===== src/rtl/task_launcher_pkg.sv =====
// ----------------------------------------------------------------------------
// task_launcher_pkg
// Shared definitions for the task launcher and its per-attempt timer:
//   - state_e   : one-hot FSM state encoding (IDLE/LAUNCH/WAIT/DONE)
//   - ST_*      : response status codes returned on rsp_status
//   - STATUS_W  : width of the status field
// Optional feature macro used by importers: TASK_LAUNCHER_RETRY_EN.
// ----------------------------------------------------------------------------
package task_launcher_pkg;

    localparam int STATUS_W = 2;

    // One-hot state codes; any other value is treated as illegal.
    localparam logic [3:0] IDLE_CODE   = 4'h1;
    localparam logic [3:0] LAUNCH_CODE = 4'h2;
    localparam logic [3:0] WAIT_CODE   = 4'h4;
    localparam logic [3:0] DONE_CODE   = 4'h8;

    typedef enum logic [3:0] {
        IDLE   = IDLE_CODE,
        LAUNCH = LAUNCH_CODE,
        WAIT   = WAIT_CODE,
        DONE   = DONE_CODE
    } state_e;

    localparam logic [STATUS_W-1:0] ST_OK       = 2'b00;
    localparam logic [STATUS_W-1:0] ST_TIMEOUT  = 2'b01;
    localparam logic [STATUS_W-1:0] ST_OK_RETRY = 2'b10;

endpackage : task_launcher_pkg


===== src/rtl/launch_timer.sv =====
// ----------------------------------------------------------------------------
// launch_timer
// Per-attempt timeout counter for the task launcher.
//   clk, rst : clock and asynchronous active-high reset
//   clr      : synchronously clears the count (has priority over en)
//   en       : counts one elapsed WAIT cycle
//   expired  : high while the current cycle is the TIMEOUT-th counted cycle,
//              i.e. the attempt times out at the end of this cycle
// Parameter TIMEOUT (>= 2): cycles per attempt.
// ----------------------------------------------------------------------------
module launch_timer #(
    parameter int TIMEOUT = 1000
) (
    input  logic clk,
    input  logic rst,
    input  logic clr,
    input  logic en,
    output logic expired
);

    localparam int CW = $clog2(TIMEOUT);
    localparam logic [CW-1:0] LAST = CW'(TIMEOUT - 1);

    logic [CW-1:0] cnt_q;
    logic [CW-1:0] cnt_d;

    // The count equals the number of WAIT cycles already completed, so the
    // cycle in which it reads TIMEOUT-1 is the last one of the attempt.
    assign expired = (cnt_q == LAST);

    // Next count: clear, advance while enabled, hold once the limit is reached.
    always_comb begin
        cnt_d = cnt_q;
        if (clr) begin
            cnt_d = {CW{1'b0}};
        end else if (en && !expired) begin
            cnt_d = cnt_q + CW'(1);
        end else begin
            cnt_d = cnt_q;
        end
    end

    // Count register.
    always_ff @(posedge clk or posedge rst) begin
        if (rst) begin
            cnt_q <= {CW{1'b0}};
        end else begin
            cnt_q <= cnt_d;
        end
    end

endmodule : launch_timer


===== src/rtl/task_launcher.sv =====
// ----------------------------------------------------------------------------
// task_launcher
// Initiator side of the start/done worker handshake. Accepts a command over
// valid/ready, pulses work_begin for one cycle with the command argument,
// waits for work_end or a timeout and returns a status/cycle-count response.
//   cmd_valid/cmd_ready/cmd_arg : command channel (ready is a decode of IDLE)
//   work_begin/work_arg         : one-cycle start pulse and held argument
//   work_end                    : one-cycle completion pulse, honoured in WAIT
//   rsp_valid/rsp_ready         : response channel
//   rsp_status                  : 00 OK, 01 TIMEOUT, 10 OK_AFTER_RETRY
//   rsp_cycles                  : saturating count of WAIT cycles over attempts
//   busy                        : launcher is not IDLE
// Optional feature: define TASK_LAUNCHER_RETRY_EN to relaunch the same job up
// to MAX_RETRY extra times after a timeout.
// ----------------------------------------------------------------------------
module task_launcher
    import task_launcher_pkg::*;
#(
    parameter int ARG_W     = 8,
    parameter int TIMEOUT   = 1000,
    parameter int CNT_W     = 16,
    parameter int MAX_RETRY = 2
) (
    input  logic                clk,
    input  logic                rst,
    input  logic                cmd_valid,
    output logic                cmd_ready,
    input  logic [ARG_W-1:0]    cmd_arg,
    output logic                work_begin,
    output logic [ARG_W-1:0]    work_arg,
    input  logic                work_end,
    output logic                rsp_valid,
    input  logic                rsp_ready,
    output logic [STATUS_W-1:0] rsp_status,
    output logic [CNT_W-1:0]    rsp_cycles,
    output logic                busy
);

    // Parameter sanity: an attempt needs at least two WAIT cycles.
    if (TIMEOUT < 2 || MAX_RETRY < 0) begin : g_param_check
        $error("task_launcher: TIMEOUT must be >= 2 and MAX_RETRY >= 0");
    end

    state_e                state_q, state_d;
    logic                  work_begin_q, work_begin_d;
    logic [ARG_W-1:0]      work_arg_q, work_arg_d;
    logic                  rsp_valid_q, rsp_valid_d;
    logic [STATUS_W-1:0]   rsp_status_q, rsp_status_d;
    logic [CNT_W-1:0]      rsp_cycles_q, rsp_cycles_d;

`ifdef TASK_LAUNCHER_RETRY_EN
    localparam int RETRY_W = (MAX_RETRY < 1) ? 1 : $clog2(MAX_RETRY + 1);
    localparam logic [RETRY_W-1:0] RETRY_LIMIT = RETRY_W'(MAX_RETRY);
    logic [RETRY_W-1:0]    retry_q, retry_d;
`endif

    logic timer_clr;
    logic timer_en;
    logic timer_expired;

    // The timer only runs in WAIT; every other state (including a relaunch)
    // starts the next attempt from zero.
    assign timer_en  = (state_q == WAIT);
    assign timer_clr = (state_q != WAIT);

    launch_timer #(
        .TIMEOUT (TIMEOUT)
    ) u_timer (
        .clk     (clk),
        .rst     (rst),
        .clr     (timer_clr),
        .en      (timer_en),
        .expired (timer_expired)
    );

    assign cmd_ready  = (state_q == IDLE);
    assign busy       = (state_q != IDLE);
    assign work_begin = work_begin_q;
    assign work_arg   = work_arg_q;
    assign rsp_valid  = rsp_valid_q;
    assign rsp_status = rsp_status_q;
    assign rsp_cycles = rsp_cycles_q;

    // Next-state and next-output logic. Outputs are computed for the state
    // being entered so that they are registered alongside the state.
    always_comb begin
        state_d      = state_q;
        work_begin_d = 1'b0;
        work_arg_d   = work_arg_q;
        rsp_valid_d  = rsp_valid_q;
        rsp_status_d = rsp_status_q;
        rsp_cycles_d = rsp_cycles_q;
`ifdef TASK_LAUNCHER_RETRY_EN
        retry_d      = retry_q;
`endif
        case (state_q)
            IDLE: begin
                rsp_valid_d = 1'b0;
                if (cmd_valid) begin
                    state_d      = LAUNCH;
                    work_begin_d = 1'b1;
                    work_arg_d   = cmd_arg;
                    rsp_cycles_d = {CNT_W{1'b0}};
`ifdef TASK_LAUNCHER_RETRY_EN
                    retry_d      = {RETRY_W{1'b0}};
`endif
                end else begin
                    state_d = IDLE;
                end
            end
            LAUNCH: begin
                state_d = WAIT;
            end
            WAIT: begin
                // The current WAIT cycle is counted whatever its outcome.
                if (&rsp_cycles_q) begin
                    rsp_cycles_d = rsp_cycles_q;
                end else begin
                    rsp_cycles_d = rsp_cycles_q + CNT_W'(1);
                end
                // Completion takes precedence over a timeout in the same cycle.
                if (work_end) begin
                    state_d     = DONE;
                    rsp_valid_d = 1'b1;
`ifdef TASK_LAUNCHER_RETRY_EN
                    if (retry_q != {RETRY_W{1'b0}}) begin
                        rsp_status_d = ST_OK_RETRY;
                    end else begin
                        rsp_status_d = ST_OK;
                    end
`else
                    rsp_status_d = ST_OK;
`endif
                end else if (timer_expired) begin
`ifdef TASK_LAUNCHER_RETRY_EN
                    if (retry_q < RETRY_LIMIT) begin
                        state_d      = LAUNCH;
                        work_begin_d = 1'b1;
                        retry_d      = retry_q + RETRY_W'(1);
                    end else begin
                        state_d      = DONE;
                        rsp_valid_d  = 1'b1;
                        rsp_status_d = ST_TIMEOUT;
                    end
`else
                    state_d      = DONE;
                    rsp_valid_d  = 1'b1;
                    rsp_status_d = ST_TIMEOUT;
`endif
                end else begin
                    state_d = WAIT;
                end
            end
            DONE: begin
                if (rsp_ready) begin
                    state_d     = IDLE;
                    rsp_valid_d = 1'b0;
                end else begin
                    state_d = DONE;
                end
            end
            default: begin
                // Illegal encoding: recover to IDLE without issuing anything.
                state_d     = IDLE;
                rsp_valid_d = 1'b0;
            end
        endcase
    end

    // State and registered-output flops.
    always_ff @(posedge clk or posedge rst) begin
        if (rst) begin
            state_q      <= IDLE;
            work_begin_q <= 1'b0;
            work_arg_q   <= {ARG_W{1'b0}};
            rsp_valid_q  <= 1'b0;
            rsp_status_q <= ST_OK;
            rsp_cycles_q <= {CNT_W{1'b0}};
`ifdef TASK_LAUNCHER_RETRY_EN
            retry_q      <= {RETRY_W{1'b0}};
`endif
        end else begin
            state_q      <= state_d;
            work_begin_q <= work_begin_d;
            work_arg_q   <= work_arg_d;
            rsp_valid_q  <= rsp_valid_d;
            rsp_status_q <= rsp_status_d;
            rsp_cycles_q <= rsp_cycles_d;
`ifdef TASK_LAUNCHER_RETRY_EN
            retry_q      <= retry_d;
`endif
        end
    end

endmodule : task_launcher

===== config.mk =====
export PLATFORM = sky130hd
export DESIGN_NAME = task_launcher
export DESIGN_NICKNAME = d
export VERILOG_FILES = /design/src/rtl/task_launcher_pkg.sv /design/src/rtl/launch_timer.sv /design/src/rtl/task_launcher.sv
export SDC_FILE = /design/constraint.sdc
export NUM_CORES = 1
export LEC_CHECK = 0
export CAP_MARGIN = 15
export CORE_ASPECT_RATIO = 1.2
export CORE_MARGIN = 10
export CORE_UTILIZATION = 25
export DETAILED_ROUTE_END_ITERATION = 12
export GPL_ROUTABILITY_DRIVEN = 1
export PLACE_DENSITY = 0.47
export SYNTH_ARGS = -nofsm -noshare
export SYNTH_HDL_FRONTEND = slang
export SYNTH_SLANG_ARGS = --single-unit

===== constraint.sdc =====
create_clock -name clk -period 2.28 [get_ports clk]
set_clock_uncertainty 0.15 [all_clocks]
set_input_delay 0.228 -clock clk [delete_from_list [all_inputs] [get_ports clk]]
set_output_delay 0.228 -clock clk [all_outputs]
set_load 0.1 [all_outputs]

# After elaboration in Yosys (flattened, before gate mapping)
# Cells that the tools add are included.
# totals
register_bits	42
latch_bits	0
ramBits	0
mem_bits_ro	0
inputBits	13
wordCells	49
n_memories	0
# classes
addsub	2
multipliers	0
div	0
order_cmp	0
eq_ne	11
shift	0
muxes	18
bitwise	1
reduce_logical	10
# op_table
operator	count
$mux 16	2
$pmux 16 s2	1
$mux 10	2
$add 16x1->16 const B	1
$pmux 4 s4	1
$reduce_and 16->1	1
$mux 4	3
$add 10x1->10 const B	1
$eq 10x10->1 const B	1
$mux 2	3
$ne 2x2->1 const B	3
$reduce_and 3->1	2
$reduce_bool 2->1	3
$mux 1	5
$eq 4x1->1 const B	1
$eq 4x2->1 const B	1
$eq 4x3->1 const B	1
$eq 4x4->1 const B	1
$ne 4x1->1 const B	1
$ne 4x3->1 const B	1
$reduce_and 2->1	2
$ne 3x3->1 const B	1
$pmux 1 s3	1
$logic_and 1x1->1	1
other kinds (2)	2

# Depth between registers and ports, before layout
# logic_depth
word_depth	5
ltp_mapped	7
mapped_depth_nobuf	5

# Hierarchy
# Synthesis repeated with hierarchy kept, for this count alone.
# hier_totals
hier_cells	203
area_unflattened_um2	2120.8
# modules_own_cells
module	n_inst	cells_per_inst	area_each_um2	seq_area_each_um2
task_launcher	1	144	1561.5	752.0
launch_timer	1	59	559.3	250.2

# Worst setup path before layout
# No wires, ideal clock.
# synth_timing
path_type	reg2out
from	register state_q[0]
to	output busy
arrival_ns	5.303
required_time_ns	1.902
slack_ns	-3.401
path_stages_with_launch	4
path_cell_list	dfstp_2 inv_1 nor4_1 inv_1
# synth_via
elab_chain_len	1
# synth_rtl
item	line_no	source
start, declared	task_launcher.sv:44	state_e state_q, state_d;
start signal, assigned	task_launcher.sv:183	state_q <= state_d;
$ne 4x1->1	task_launcher.sv:77	assign busy = (state_q != IDLE);
end, declared	task_launcher.sv:36	output logic busy
# Every way passes these cells.

# Worst setup path after layout
# layout_timing
from	register rsp_cycles_q[0] (netlist: rsp_cycles[0])
to	register rsp_cycles_q[4] (netlist: rsp_cycles[4])
# layout_via
elab_chain_len	3
elab_cells_between_ends	6
# layout_rtl
item	line_no	source
start, declared	task_launcher.sv:49	logic [CNT_W-1:0] rsp_cycles_q, rsp_cycles_d;
start signal, assigned	task_launcher.sv:178	rsp_cycles_q <= {CNT_W{1'b0}};
start signal, assigned	task_launcher.sv:188	rsp_cycles_q <= rsp_cycles_d;
$add 16x1->16 / $reduce_and 16->1 (equally long branches)	task_launcher.sv:119, task_launcher.sv:116	
$mux 16 / $ne 2x2->1 (equally long branches)	-	
$pmux 16 s2 / $reduce_and 3->1 (equally long branches)	-	
# Parallel ways exist; a longest one is shown, timed or not. The select of a mux whose other input is x is not followed.
# A chain may end at the register's enable or synchronous reset.

==> impl_results.md <==
* Cell Area, Synth at about 0.0021 mm^2
* Worst Reg-to-Reg Cells at 5
* CTS root buf: clkbuf_8
* Min Tclk post-route at about 2.1 ns
* Post-route ant nets at 0
* Cts repair resizes at 0
* Commonest non-fill, non-tap cell in the layout: buf_4
* CTS tree: done
* PwrDens at roughly 1200 mW/mm^2
* Clock sinks at between 40 and 50
* Max-cap viol count at 0
* Distinct cells, synth at 59
* DR WL/cell at 14.8 um
* Yosys warning count at 0
* Synth Area per Inst at 10.5 um^2
* Maximum level of the CTS H-tree at 2
* DRT Wirelength at 5460 um
* RePlAce Congestion at 0.765
* Critical path type: register to register
* Initial antenna violation count at 0
* DR vias at 1,747
* Yosys reg bits at 41
* Diode count at 0
* Fin Hold WS at 0.221 ns
* Max Freq at around 470 MHz
* Placed Area at 0.00274 mm^2
* Final nets at 268
* RSZ-0062 raised after global routing: no
* Slew @ Worst Pin at 0.550 ns
* Die H at approximately 120 um
* Required time of the critical path at ~2.3 ns
* Critical path endpoint category: register
* CP arrival at roughly 2.2 ns
* Core area at 0.00824 mm^2
* Die area at between 0.01 and 0.015 mm^2
* Post-Syn Nets at 218
* Pleak at 0.00120 uW
* EDFF count, synth at 0
* Worst hold path class: input port to async pin
* CP startpoint kind: register
* CTS Buf Count at 5
* RR Endpoint: rsp_cycles[4]
* Number of global-route vias before repair at 1,815
* I/O pins at 43
* Reg2Reg Setup Slack at between 0.15 and 0.2 ns
* Main area contributors after synthesis: dfrtp_1, mux2_2, nor3_1, nor2_1, o21ai_0
* Global-route wire length before repair at about 9300 um
* Final worst-path setup slack at 0.154 ns
* Critical path peak fanout at 14
* Predominant post-synthesis flop cell: dfrtp_1
* GRT Residual Overflow at 0
* Sequential fraction of the synthesis area at 48.1%
* Remaining DRCs at 0
* Design Area, Final at 0.00282 mm^2
* Clk_lat worst skew at 0.30 ns
* Dpl ws at 0.128 ns
* Cells after Synth at just over 200
* Buffers added on ports at 41
* Synthesis-to-layout area growth at 32.2%
* Status: finished, final reports clean
* Drt via density at approximately 4.7
* Starting density of the core at 25.9%
* Count of final setup violators at 0
* Final Hold Fails at 0
* Rel. slew slack at 63.0%
* Hpwl dp at 3850 um
* Tot GR Track Use at 8.79%
* Crit share post-route at 93.2%
* FF-to-FF Start: rsp_cycles[0]
* Post-synth top area cell: dfrtp_1
* Largest net degree at the start of global routing at 42
* VDD IR-drop max at ~0.00047 V
* Commonest non-fill, non-tap cells in the layout: buf_4, dfrtp_1, nor2_1, dfrtp_2, clkdlybuf4s50_1
* Worst-path clk slew at 0.08 ns
* Iteration-0 DRC Markers at 68
* Die X at roughly 100 um
* Synth top area share at 46.9%
* Post-synth ARST share at between 90% and 100%
* Pre-Repair DR Iteration Count at 4
* Layout cells sized above 1 at 35.4%
* Post-CTS Setup Inserts at 0
* Cts hold-fix bufs at 0
* # rows at 36
* CTS Buffer Depth at 2
* Post-route setup TNS at 0 ns
* Slew Limit Fails at 0
==> worst max path at each step <==
stage / start / depth (start not counted) / slack (ns) / endpoint
2_1_floorplan: state_q[0] / 3 / -0.63 / busy
3_3_place_gp: cmd_valid / 5 / 0.15 / rsp_cycles[4]
3_5_place_dp: cmd_valid / 5 / 0.13 / rsp_cycles[4]
4_1_cts: rsp_cycles[0] / 5 / 0.15 / rsp_cycles[4]
5_1_grt: rsp_cycles[0] / 5 / 0.05 / rsp_cycles[14]
6_report: rsp_cycles[0] / 5 / 0.15 / rsp_cycles[4]
==> report_power, final <==
| part | internal [uW] | total [uW] | switching, uW |
|---|---|---|---|
| logic | 508 | 1800 | 1290 |
| clock network | 213 | 470 | 258 |
| registers | 868 | 981 | 112 |
==> cell usage after synthesis, drive strengths merged, types with 2 or more instances <==
library cell  number
nand2             11
a211o              4
a22o               2
nor2              15
a31oi              4
nor4b              2
buf                8
mux2               9
nor3              11
nand3b             2
nor3b              2
inv                8
nand2b             2
nor4               8
or2                2
nand3              7
a221o              3
dfrtp             40
or4                2
o22a               5
and4               2
nand4              8
a211oi             2
o21ai             10
xnor2              5
and2               4
a21oi              3
xor2               2
ha                 2
==> per-layer routing <==
metal  wire length [um]  GRT usage, %  up-vias  share of wire [%]
met5                  0             0        -                  0
met4                 68          2.79        0                1.2
met3                338          3.19        9                6.2
met2               2330          13.0       49                 43
met1               2720          11.6      835                 50
li1                   -             -      854                  -
==> logic make-up (layout without fill, tap and decap cells) <==
group                      count (synthesis)  count (layout)  share of synthesized area [%]
and+or+nand+nor                           84              84                           23.9
buffers and inverters                     17              68                           4.22
adders and majority gates                  2               2                           1.17
muxes                                     10              10                           5.21
DFF                                       41              41                           48.1
other                                      1               1                          0.176
AOI/OAI and AO/OA                         41              41                           14.4
xor gates and xnor gates                   7               7                           2.87
==> worst max-delay path, cell delays in order, from the launching register on <==
cell and delay, ns:
dfrtp_4 0.50, ha_1 0.22, nand3_1 0.21, nor3_1 0.14, a31o_2 0.37, a221o_2 0.41
==> flip-flops by register name (all words and copies together) (netlist names) <==
name           cells
rsp_cycles        16
rsp_status         1
rsp_valid          1
state_q            4
u_timer.cnt_q     10
work_arg           8
work_begin         1
==> final cells by class <==
cell class / instances / area, um^2
timing repair buffer: 52 / 445
tap: 114 / 143
inverter: 8 / 30.0
sequential: 41 / 1050
fill: 860 / 5420
clock inverter: 2 / 10.0
clock buffer: 6 / 72.6
multi-input combinational: 145 / 1070
==> metrics by stage <==
stage	power (uW)	utilization (%)	std cells
after floorplan	2360	-	203
after global placement	2810	33.2	360
after detailed placement	2810	33.2	360
after CTS	3300	34.2	368
after global routing	3390	34.2	368
final	3250	34.2	368
(Power assumes the default switching activity.)
